**src/rtl/dec8_disp_pkg.sv**
```systemverilog
`default_nettype none
// ============================================================================
// Module   : dec8_disp_pkg
// Brief    : Shared constants and BCD-to-7-segment pattern function for the
//            8-digit scanned display.
// Revision : 1.0  initial release
// ============================================================================
package dec8_disp_pkg;

    localparam int NDIG = 8;

    typedef logic [6:0] seg_t;

    // Segment order is {g,f,e,d,c,b,a}; a 0 lights the segment.
    localparam seg_t SEG_BLANK = 7'h7F;
    localparam seg_t SEG_DASH  = 7'h3F;

    localparam seg_t SEG_0 = 7'h40;
    localparam seg_t SEG_1 = 7'h79;
    localparam seg_t SEG_2 = 7'h24;
    localparam seg_t SEG_3 = 7'h30;
    localparam seg_t SEG_4 = 7'h19;
    localparam seg_t SEG_5 = 7'h12;
    localparam seg_t SEG_6 = 7'h02;
    localparam seg_t SEG_7 = 7'h78;
    localparam seg_t SEG_8 = 7'h00;
    localparam seg_t SEG_9 = 7'h10;

    function automatic seg_t bcd_to_seg(input logic [3:0] nibble);
        seg_t s;
        case (nibble)
            4'd0:    s = SEG_0;
            4'd1:    s = SEG_1;
            4'd2:    s = SEG_2;
            4'd3:    s = SEG_3;
            4'd4:    s = SEG_4;
            4'd5:    s = SEG_5;
            4'd6:    s = SEG_6;
            4'd7:    s = SEG_7;
            4'd8:    s = SEG_8;
            4'd9:    s = SEG_9;
            default: s = SEG_DASH;
        endcase
        return s;
    endfunction

endpackage
`default_nettype wire

```
**src/rtl/dec8_scan_display_if.sv**
```systemverilog
`default_nettype none
// ============================================================================
// Module   : dec8_scan_display_if
// Brief    : Data/strobe inputs and display pin outputs of the scanned display.
// Revision : 1.0  initial release
// ============================================================================
interface dec8_scan_display_if;

    logic [31:0] DEC;
    logic        ld;
    logic        blank_lz;
    logic [7:0]  AN;
    logic [6:0]  SEG;
    logic        DP;

    modport master (
        output DEC,
        output ld,
        output blank_lz,
        input  AN,
        input  SEG,
        input  DP
    );

    modport slave (
        input  DEC,
        input  ld,
        input  blank_lz,
        output AN,
        output SEG,
        output DP
    );

endinterface
`default_nettype wire

```
**src/rtl/bcd_to_seg7.sv**
```systemverilog
`default_nettype none
// ============================================================================
// Module   : bcd_to_seg7
// Brief    : Combinational BCD nibble to active-low 7-segment pattern.
// Revision : 1.0  initial release
// ============================================================================
module bcd_to_seg7
    import dec8_disp_pkg::*;
(
    input  wire logic [3:0] i_nibble,
    output seg_t            o_seg
);

    assign o_seg = bcd_to_seg(i_nibble);

endmodule
`default_nettype wire

```
**src/rtl/dec8_scan_display.sv**
```systemverilog
`default_nettype none
// ============================================================================
// Module   : dec8_scan_display
// Brief    : Latches a packed 8-digit BCD word and scans it onto a multiplexed
//            common-anode display with zero blanking, guard time and DP.
// Revision : 1.0  initial release
// ============================================================================
module dec8_scan_display
    import dec8_disp_pkg::*;
#(
    parameter int SCAN_DIV = 50000,
    parameter int GUARD    = 2,
    parameter int DP_POS   = 8
)(
    input  wire logic         clk,
    input  wire logic         rst_n,
    dec8_scan_display_if.slave bus
);

    localparam int          c_PW    = (SCAN_DIV > 1) ? $clog2(SCAN_DIV) : 1;
    localparam logic [31:0] c_GUARD = GUARD;
    localparam logic [3:0]  c_DP    = 4'(DP_POS);

    logic [c_PW-1:0] r_presc;
    logic [2:0]      r_ptr;
    logic [31:0]     r_disp;
    logic [7:0]      r_an;
    seg_t            r_seg;
    logic            r_dp;

    logic            w_tick;
    logic            w_guard;
    logic            w_blank;
    logic            w_dp_hit;
    logic            w_acc;
    logic [3:0]      w_nib;
    logic [NDIG-1:0] w_zfrom;
    seg_t            w_seg_raw;

    assign w_tick   = (r_presc == c_PW'(SCAN_DIV - 1));
    assign w_guard  = ({{(32-c_PW){1'b0}}, r_presc} < c_GUARD);
    assign w_dp_hit = ({1'b0, r_ptr} == c_DP);
    assign w_nib    = r_disp[4*r_ptr +: 4];

    // w_zfrom[i] is set when every nibble from the top down to i is zero.
    always_comb begin
        w_acc   = 1'b1;
        w_zfrom = '0;
        for (int i = NDIG - 1; i >= 0; i--) begin
            w_acc      = w_acc & (r_disp[4*i +: 4] == 4'd0);
            w_zfrom[i] = w_acc;
        end
    end

    assign w_blank = bus.blank_lz && (r_ptr != 3'd0) && w_zfrom[r_ptr];

    bcd_to_seg7 u_seg (
        .i_nibble (w_nib),
        .o_seg    (w_seg_raw)
    );

    always_ff @(posedge clk or negedge rst_n) begin
        if (!rst_n) begin
            r_presc <= '0;
            r_ptr   <= 3'd0;
            r_disp  <= '0;
            r_an    <= 8'hFF;
            r_seg   <= SEG_BLANK;
            r_dp    <= 1'b1;
        end else begin
            r_presc <= w_tick ? '0 : r_presc + 1'b1;
            if (w_tick)
                r_ptr <= r_ptr + 3'd1;
            if (bus.ld)
                r_disp <= bus.DEC;

            if (w_guard) begin
                r_an  <= 8'hFF;
                r_seg <= SEG_BLANK;
                r_dp  <= 1'b1;
            end else begin
                r_an  <= ~(8'b1 << r_ptr);
                r_seg <= w_blank ? SEG_BLANK : w_seg_raw;
                r_dp  <= ~w_dp_hit;
            end
        end
    end

    assign bus.AN  = r_an;
    assign bus.SEG = r_seg;
    assign bus.DP  = r_dp;

endmodule
`default_nettype wire

```
**src/flat_wrapper.sv**
```systemverilog
// flat-port wrapper written by rule: the top's interface ports become plain ports
module dec8_scan_display_flat import dec8_disp_pkg::*;
#(
    parameter int SCAN_DIV = 50000,
    parameter int GUARD    = 2,
    parameter int DP_POS   = 8
)
  (clk, rst_n, bus_DEC, bus_ld, bus_blank_lz, bus_AN, bus_SEG, bus_DP);
  dec8_scan_display_if bus_i ();
  input  wire logic clk;
  input  wire logic rst_n;
  input wire logic [$bits(bus_i.DEC)-1:0] bus_DEC;
  input wire logic [$bits(bus_i.ld)-1:0] bus_ld;
  input wire logic [$bits(bus_i.blank_lz)-1:0] bus_blank_lz;
  output wire logic [$bits(bus_i.AN)-1:0] bus_AN;
  output wire logic [$bits(bus_i.SEG)-1:0] bus_SEG;
  output wire logic [$bits(bus_i.DP)-1:0] bus_DP;
  assign bus_i.DEC = bus_DEC;
  assign bus_i.ld = bus_ld;
  assign bus_i.blank_lz = bus_blank_lz;
  assign bus_AN = bus_i.AN;
  assign bus_SEG = bus_i.SEG;
  assign bus_DP = bus_i.DP;
  dec8_scan_display #(.SCAN_DIV(SCAN_DIV), .GUARD(GUARD), .DP_POS(DP_POS)) u_core (.clk(clk), .rst_n(rst_n), .bus(bus_i));
endmodule
```
**config.mk**
```make
export PLATFORM = sky130hd
export DESIGN_NAME = dec8_scan_display_flat
export DESIGN_NICKNAME = d
export VERILOG_FILES = /design/src/rtl/dec8_disp_pkg.sv /design/src/rtl/dec8_scan_display_if.sv /design/src/rtl/bcd_to_seg7.sv /design/src/rtl/dec8_scan_display.sv /design/src/flat_wrapper.sv
export SDC_FILE = /design/constraint.sdc
export NUM_CORES = 1
export LEC_CHECK = 0
export CAP_MARGIN = 30
export CORE_MARGIN = 1
export CORE_UTILIZATION = 30
export CTS_BUF_LIST = sky130_fd_sc_hd__clkbuf_8
export DETAILED_ROUTE_END_ITERATION = 16
export SYNTH_ARGS = -nofsm -noshare
export SYNTH_HDL_FRONTEND = slang
export SYNTH_SLANG_ARGS = --single-unit
```
**constraint.sdc**
```tcl
create_clock -name clk -period 5.5 [get_ports clk]
set_input_delay 1.1 -clock clk [delete_from_list [all_inputs] [get_ports clk]]
set_output_delay 1.1 -clock clk [all_outputs]
set_load 0.02 [all_outputs]
```
==> results of run 1 <==
final timing paths:
check,end,cells after the start
min,u_core.r_presc[0],1
min in group asynchronous,u_core.r_disp[22],2
max,u_core.bus.SEG[0],7
max reg2reg,u_core.bus.SEG[0],7
max in group asynchronous,u_core.r_disp[2],2
min reg2reg,u_core.r_presc[0],1
flip-flops by register name (all words and copies together) (netlist names):
signal / cells
u_core.r_ptr: 3
u_core.bus.AN: 8
u_core.r_disp: 32
u_core.r_presc: 16
u_core.bus.SEG: 7
kinds of logic (layout without fill, tap and decap cells):
| family | count (synthesis) | in the layout | share of synthesized area (%) |
|---|---|---|---|
| and+or+nand+nor | 69 | 69 | 10.7 |
| xor gates and xnor gates | 15 | 15 | 4.15 |
| muxes | 49 | 49 | 21.5 |
| AOI/OAI and AO/OA | 18 | 18 | 3.71 |
| other | 1 | 1 | 0.118 |
| DFF | 66 | 66 | 52.7 |
| buffers and inverters | 17 | 77 | 2.41 |
| adders and majority gates | 12 | 12 | 4.74 |
cells in the mapped netlist (6+ instances only):
cell type / count
mux4_1: 7
xor2_1: 9
dfrtp_1: 51
nand2_1: 14
ha_1: 12
nor4_1: 9
xnor2_1: 6
nor2_1: 16
dfstp_2: 15
nand3_1: 17
mux2_2: 33
inv_1: 7
area by class of cell:
cell class / instances / area share [%]
Clock buffer: 10 / 3.45
Clock inverter: 6 / 0.879
Inverter: 8 / 0.754
Multi-Input combinational cell: 164 / 35.7
Sequential cell: 66 / 41.9
Tap cell: 136 / 4.27
Timing Repair Buffer: 53 / 13.0
routing by layer:
layer	vias up	part of all wire (%)
met5	-	0
met4	0	1.3
met3	8	4.8
met2	49	46
met1	1019	48
li1	1001	-
worst max-delay path: cells and delay by family, from the launching register on:
kind            cells  cell delay, ns
compound gates      1            0.11
buf+inv             1            0.12
mux                 3            1.25
fa+ha+maj           1            0.22
simple gates        1            0.09
flops               1            0.69
power by group through the flow:
stage	clock, mW	sequential (mW)	combinational (mW)
after global placement	0	0.555	0.141
final	0.357	0.546	0.141
after CTS	0.369	0.546	0.144
after floorplan	0	0.557	0.0707
after global routing	0.394	0.551	0.155
after detailed placement	0	0.555	0.143
metrics by stage:
stage          utilization [%]  worst slack (ns)
6_report                  38.8              2.92
5_1_grt                   38.8              2.70
4_1_cts                   38.8              2.89
3_5_place_dp              37.1              2.90
3_3_place_gp              37.1              2.99
2_1_floorplan                -              3.30
==> flow_metrics.tcl, run 1 <==
set metrics [dict create \
    multi_input_area_um2 1420 \
    clk_pin_slew_ns 0.07 \
    clock_power_share_pct 34.2 \
    met2_usage_pct 19.3 \
    dr_total_vias 2077 \
    drt_iter0_drc 84 \
    power.switching_uw 266 \
    swShare_pct 25.5 \
    drtAntennaViolNets 0 \
    drive_gt1_share_pct 24.1 \
    viasPerCell 4.69 \
    syn_inst 247 \
    fp.coreArea_um2 10300 \
    ys_types 40 \
    cts_buffers 9 \
    status "complete, no violations" \
    p_int_uw 777 \
    synth_seq_cells 66 \
    end_kind "flip-flop" \
    overflow 0 \
    clk_latency_ns 0.35 \
    design_power_total_mw 1.04 \
    fillers 1034 \
    cap_violations 0 \
    synth_top_area_share_pct 40.3 \
    fin_crit_sh_pct 46.8 \
    post_cts_buffers 0 \
    finalSetupViolations 0 \
    nNetsFinal 350 \
    cts_num_sinks 66 \
    io_pins 52 \
    clockRootBuffer "clkbuf_8" \
    rows 37 \
    crit_chain "mux4_1, mux2i_1, inv_1, ha_1, mux2_4, o21ai_1, nand3_1" \
    vdd_drop_max_uv 136 \
    synth_edf_count 0 \
    antenna_cells 0 \
    die_w_um 105 \
    r2r-start "u_core.r_ptr[0]" \
    final_cells 443 \
    combPwrFrac_pct 13.5 \
    worst_pin_slew_ns 0.802 \
    ctsResizeCount 0 \
    min_path_type "flip-flop to flip-flop" \
    yosysSeqAreaShare_pct 52.7 \
    grtUsageMet3_pct 4.55 \
    fp.dieH_um 105 \
    htree_levels 3 \
    synth_fp_nets 295 \
    slew_violations 0 \
    fin_tns_setup_ns 0 \
    busiest_layer "met2" \
    place_congestion 0.761 \
    grtUsageTotal_pct 12.6 \
    start_util_pct 30.8 \
    grt_antenna_before_repair 0 \
    rrSetupSlack_ns 2.92 \
    post_synth.cell_area_avg_um2 12.8 \
    holdWs_ns 0.489 \
    wl_mm 6.12 \
    area_growth_pct 25.7 \
    final_cell_mix "51 x dfrtp_1, 49 x clkdlybuf4s50_1, 33 x mux2_2, 17 x nand3_1, 16 x nor2_1" \
    grt_pass1_wl_mm 10.7 \
    p_leak_nw 1.67 \
    startpoint "u_core.r_ptr[0]" \
    dieArea_um2 11000 \
    yosysTopAreaCell "dfrtp_1" \
    skew_ns 0.00830 \
    synth_top_flop_cell "dfrtp_1" \
    drc 0 \
    dr.pass1.iters 4 \
    yosysWarnings 0 \
    slowest_stage "dfrtp_1" \
    slew_headroom_pct 46.5 \
    wl_per_cell_um 13.8 \
    hold_violations 0 \
    worstHoldStart "u_core.r_presc[0]" \
    synthTopCellsByArea "dfrtp_1 40%, dfstp_2 12%, mux2_2 12%, mux4_1 5.8%, ha_1 4.7%" \
    grt_max_degree 67 \
    synth-async-reset-ratio_pct 100 \
    postCtsHoldBufs 0 \
    start_kind "flip-flop" \
    placed_area_um2 3810 \
    clk_path_buf_depth 2 \
    worstPathArrival_ns 2.83 \
    seq_power_share_pct 52.3 \
    fmax_mhz 388 \
    cp_slowest_stage_delay_ns 0.69 \
    cts_tree "built" \
    period_minus_slack_ns 2.58 \
    place_hpwl_mm 4.48 \
    grtUsageMet1_pct 16.2 \
    critPathMaxFanout 13 \
    cellPowerDensity_nw_per_um2 262 \
    crit_required_ns 5.75 \
    portBuffers 50 \
    regArea_um2 1670 \
    placed_cells 427 \
    synth_area_um2 3170 \
    final_common_cell "dfrtp_1" \
    critPathKind "flip-flop to flip-flop" \
    design_area_um2 3980 \
    first_global_vias 2193 \
    rsz0062_at_grt "false" \
]
Note: power is estimated with default switching activity, not from simulation.
==> run 2, diff against run 1 <==
- clock period: 5.5 -> 2.4 ns (I/O delays scaled with it)
==> flow_metrics.tcl, run 2 (synthesis results as in run 1) <==
set metrics [dict create \
    cts_num_sinks 66 \
    fp.dieH_um 105 \
    period_minus_slack_ns 2.22 \
    wl_per_cell_um 13.7 \
    start_kind "flip-flop" \
    dr.pass1.iters 4 \
    dieArea_um2 11000 \
    nNetsFinal 355 \
    cp_num_buf_inv 1 \
    critPathKind "flip-flop to flip-flop" \
    reg2reg_depth 7 \
    rrSetupSlack_ns 0.18 \
    drt_iter0_drc 59 \
    cts_tree "built" \
    fillers 1020 \
    final_common_cell "dfrtp_1" \
    cp_slowest_stage_delay_ns 0.58 \
    first_global_vias 2037 \
    endpoint "u_core.bus.SEG[0]" \
    design_area_um2 4060 \
    grtUsageMet1_pct 16.1 \
    clockRootBuffer "clkbuf_8" \
    fin_tns_setup_ns 0 \
    area_growth_pct 28.0 \
    p_leak_nw 1.72 \
    dr_total_vias 2102 \
    met2_usage_pct 18.1 \
    min_path_type "primary input to asynchronous set/reset pin" \
    grt_pass1_wl_mm 10.2 \
    reg2reg_to "u_core.bus.SEG[0]" \
    postCtsHoldBufs 0 \
    final_cell_mix "50 x dfrtp_1, 49 x clkdlybuf4s50_1, 33 x mux2_2, 17 x nand3_1, 16 x nor2_1" \
    critPathMaxFanout 10 \
    end_kind "flip-flop" \
    crit_required_ns 2.64 \
    grt_max_degree 40 \
    drc 0 \
    die_w_um 105 \
    worst_pin_slew_ns 0.533 \
    fp.coreArea_um2 10300 \
    worstPathArrival_ns 2.46 \
    clk_path_buf_depth 2 \
    start_util_pct 30.8 \
    viasPerCell 4.69 \
    grt_antenna_before_repair 0 \
    rows 37 \
    crit_cells 7 \
    top_register "u_core.r_disp" \
    rsz0062_at_grt "false" \
    drtAntennaViolNets 0 \
    holdWs_ns 0.141 \
    drive_gt1_share_pct 25.6 \
    htree_levels 3 \
    finalSetupViolations 0 \
    slew_headroom_pct 64.2 \
    crit_chain "mux4_1, mux2i_1, inv_1, ha_1, mux2_4, o21ai_1, nand3_1" \
    clk_latency_ns 0.35 \
    skew_ns 0.00834 \
    slew_violations 0 \
    io_pins 52 \
    wl_mm 6.13 \
    slowest_stage "mux4_1" \
    status "complete, no violations" \
    overflow 0 \
    clk_pin_slew_ns 0.07 \
    layout_setup_ws_ns 0.182 \
    antenna_cells 0 \
    cts_buffers 9 \
    final_cells 448 \
    placed_cells 432 \
    hold_violations 0 \
    place_hpwl_mm 4.61 \
    vdd_drop_max_uv 287 \
    r2r-start "u_core.r_ptr[0]" \
    place_congestion 0.776 \
    largest_reg_flops 32 \
    placed_area_um2 3850 \
    cellPowerDensity_nw_per_um2 626 \
    grtUsageMet3_pct 4.12 \
    critical_path.top_delay_family "multiplexers" \
    post_cts_buffers 0 \
    busiest_layer "met2" \
    grtUsageTotal_pct 12.1 \
    startpoint "u_core.r_ptr[0]" \
    fin_crit_sh_pct 92.4 \
    portBuffers 50 \
    cap_violations 0 \
    pre_cts_ws_ns 0.0758 \
    fmax_mhz 451 \
]
==> run 2: changes by cell type in the layout (fill, tap and decap cells not counted), sizes merged <==
cell | before | now
buf | 4 | 9
clkinvlp | 3 | 0
clkbuf | 10 | 12
bufinv | 0 | 1
==> run 2: metal layers <==
metal	vias to the layer above	share of wire [%]
li1	1014	-
met1	1024	48
met2	56	45
met3	8	5.2
met4	0	1.6
met5	-	0
==> run 2: metrics by stage <==
stage          util (%)  power (mW)
2_1_floorplan         -        1.44
3_3_place_gp       37.4        1.60
3_5_place_dp       37.4        1.61
4_1_cts            39.5        2.58
5_1_grt            39.5        2.65
6_report           39.5        2.54
==> run 2: area by class of cell <==
type	instances	area, um^2	share of cell area [%]
Inverter	8	30.0	0.740
Tap cell	136	170	4.19
Multi-Input combinational cell	164	1420	35.1
Timing Repair Buffer	58	556	13.7
Sequential cell	66	1670	41.2
Clock inverter	4	42.5	1.05
Clock buffer	12	165	4.07
==> run 2: worst min path at each step <==
stage | start | end | slack (ns) | cells past startpoint
after floorplan | rst_n | u_core.r_disp[0] | 0.18 | 0
after global placement | u_core.r_presc[0] | u_core.r_presc[0] | 0.47 | 1
after detailed placement | u_core.r_presc[0] | u_core.r_presc[0] | 0.49 | 1
after CTS | rst_n | u_core.r_ptr[0] | 0.16 | 2
after global routing | rst_n | u_core.r_disp[30] | 0.17 | 2
final | rst_n | u_core.r_ptr[0] | 0.14 | 2
==> run 2: timing repair <==
| item | in CTS | in global routing |
|---|---|---|
| setup endpoints to repair | 0 | 4 |
| hold endpoints to repair | 0 | 0 |
| gates resized for setup | 0 | 1 |
==> run 2: power breakdown <==
| part | total [mW] | internal [mW] | switching [mW] |
|---|---|---|---|
| logic | 0.330 | 0.193 | 0.136 |
| clock network | 0.959 | 0.556 | 0.404 |
| registers | 1.25 | 1.20 | 0.0532 |
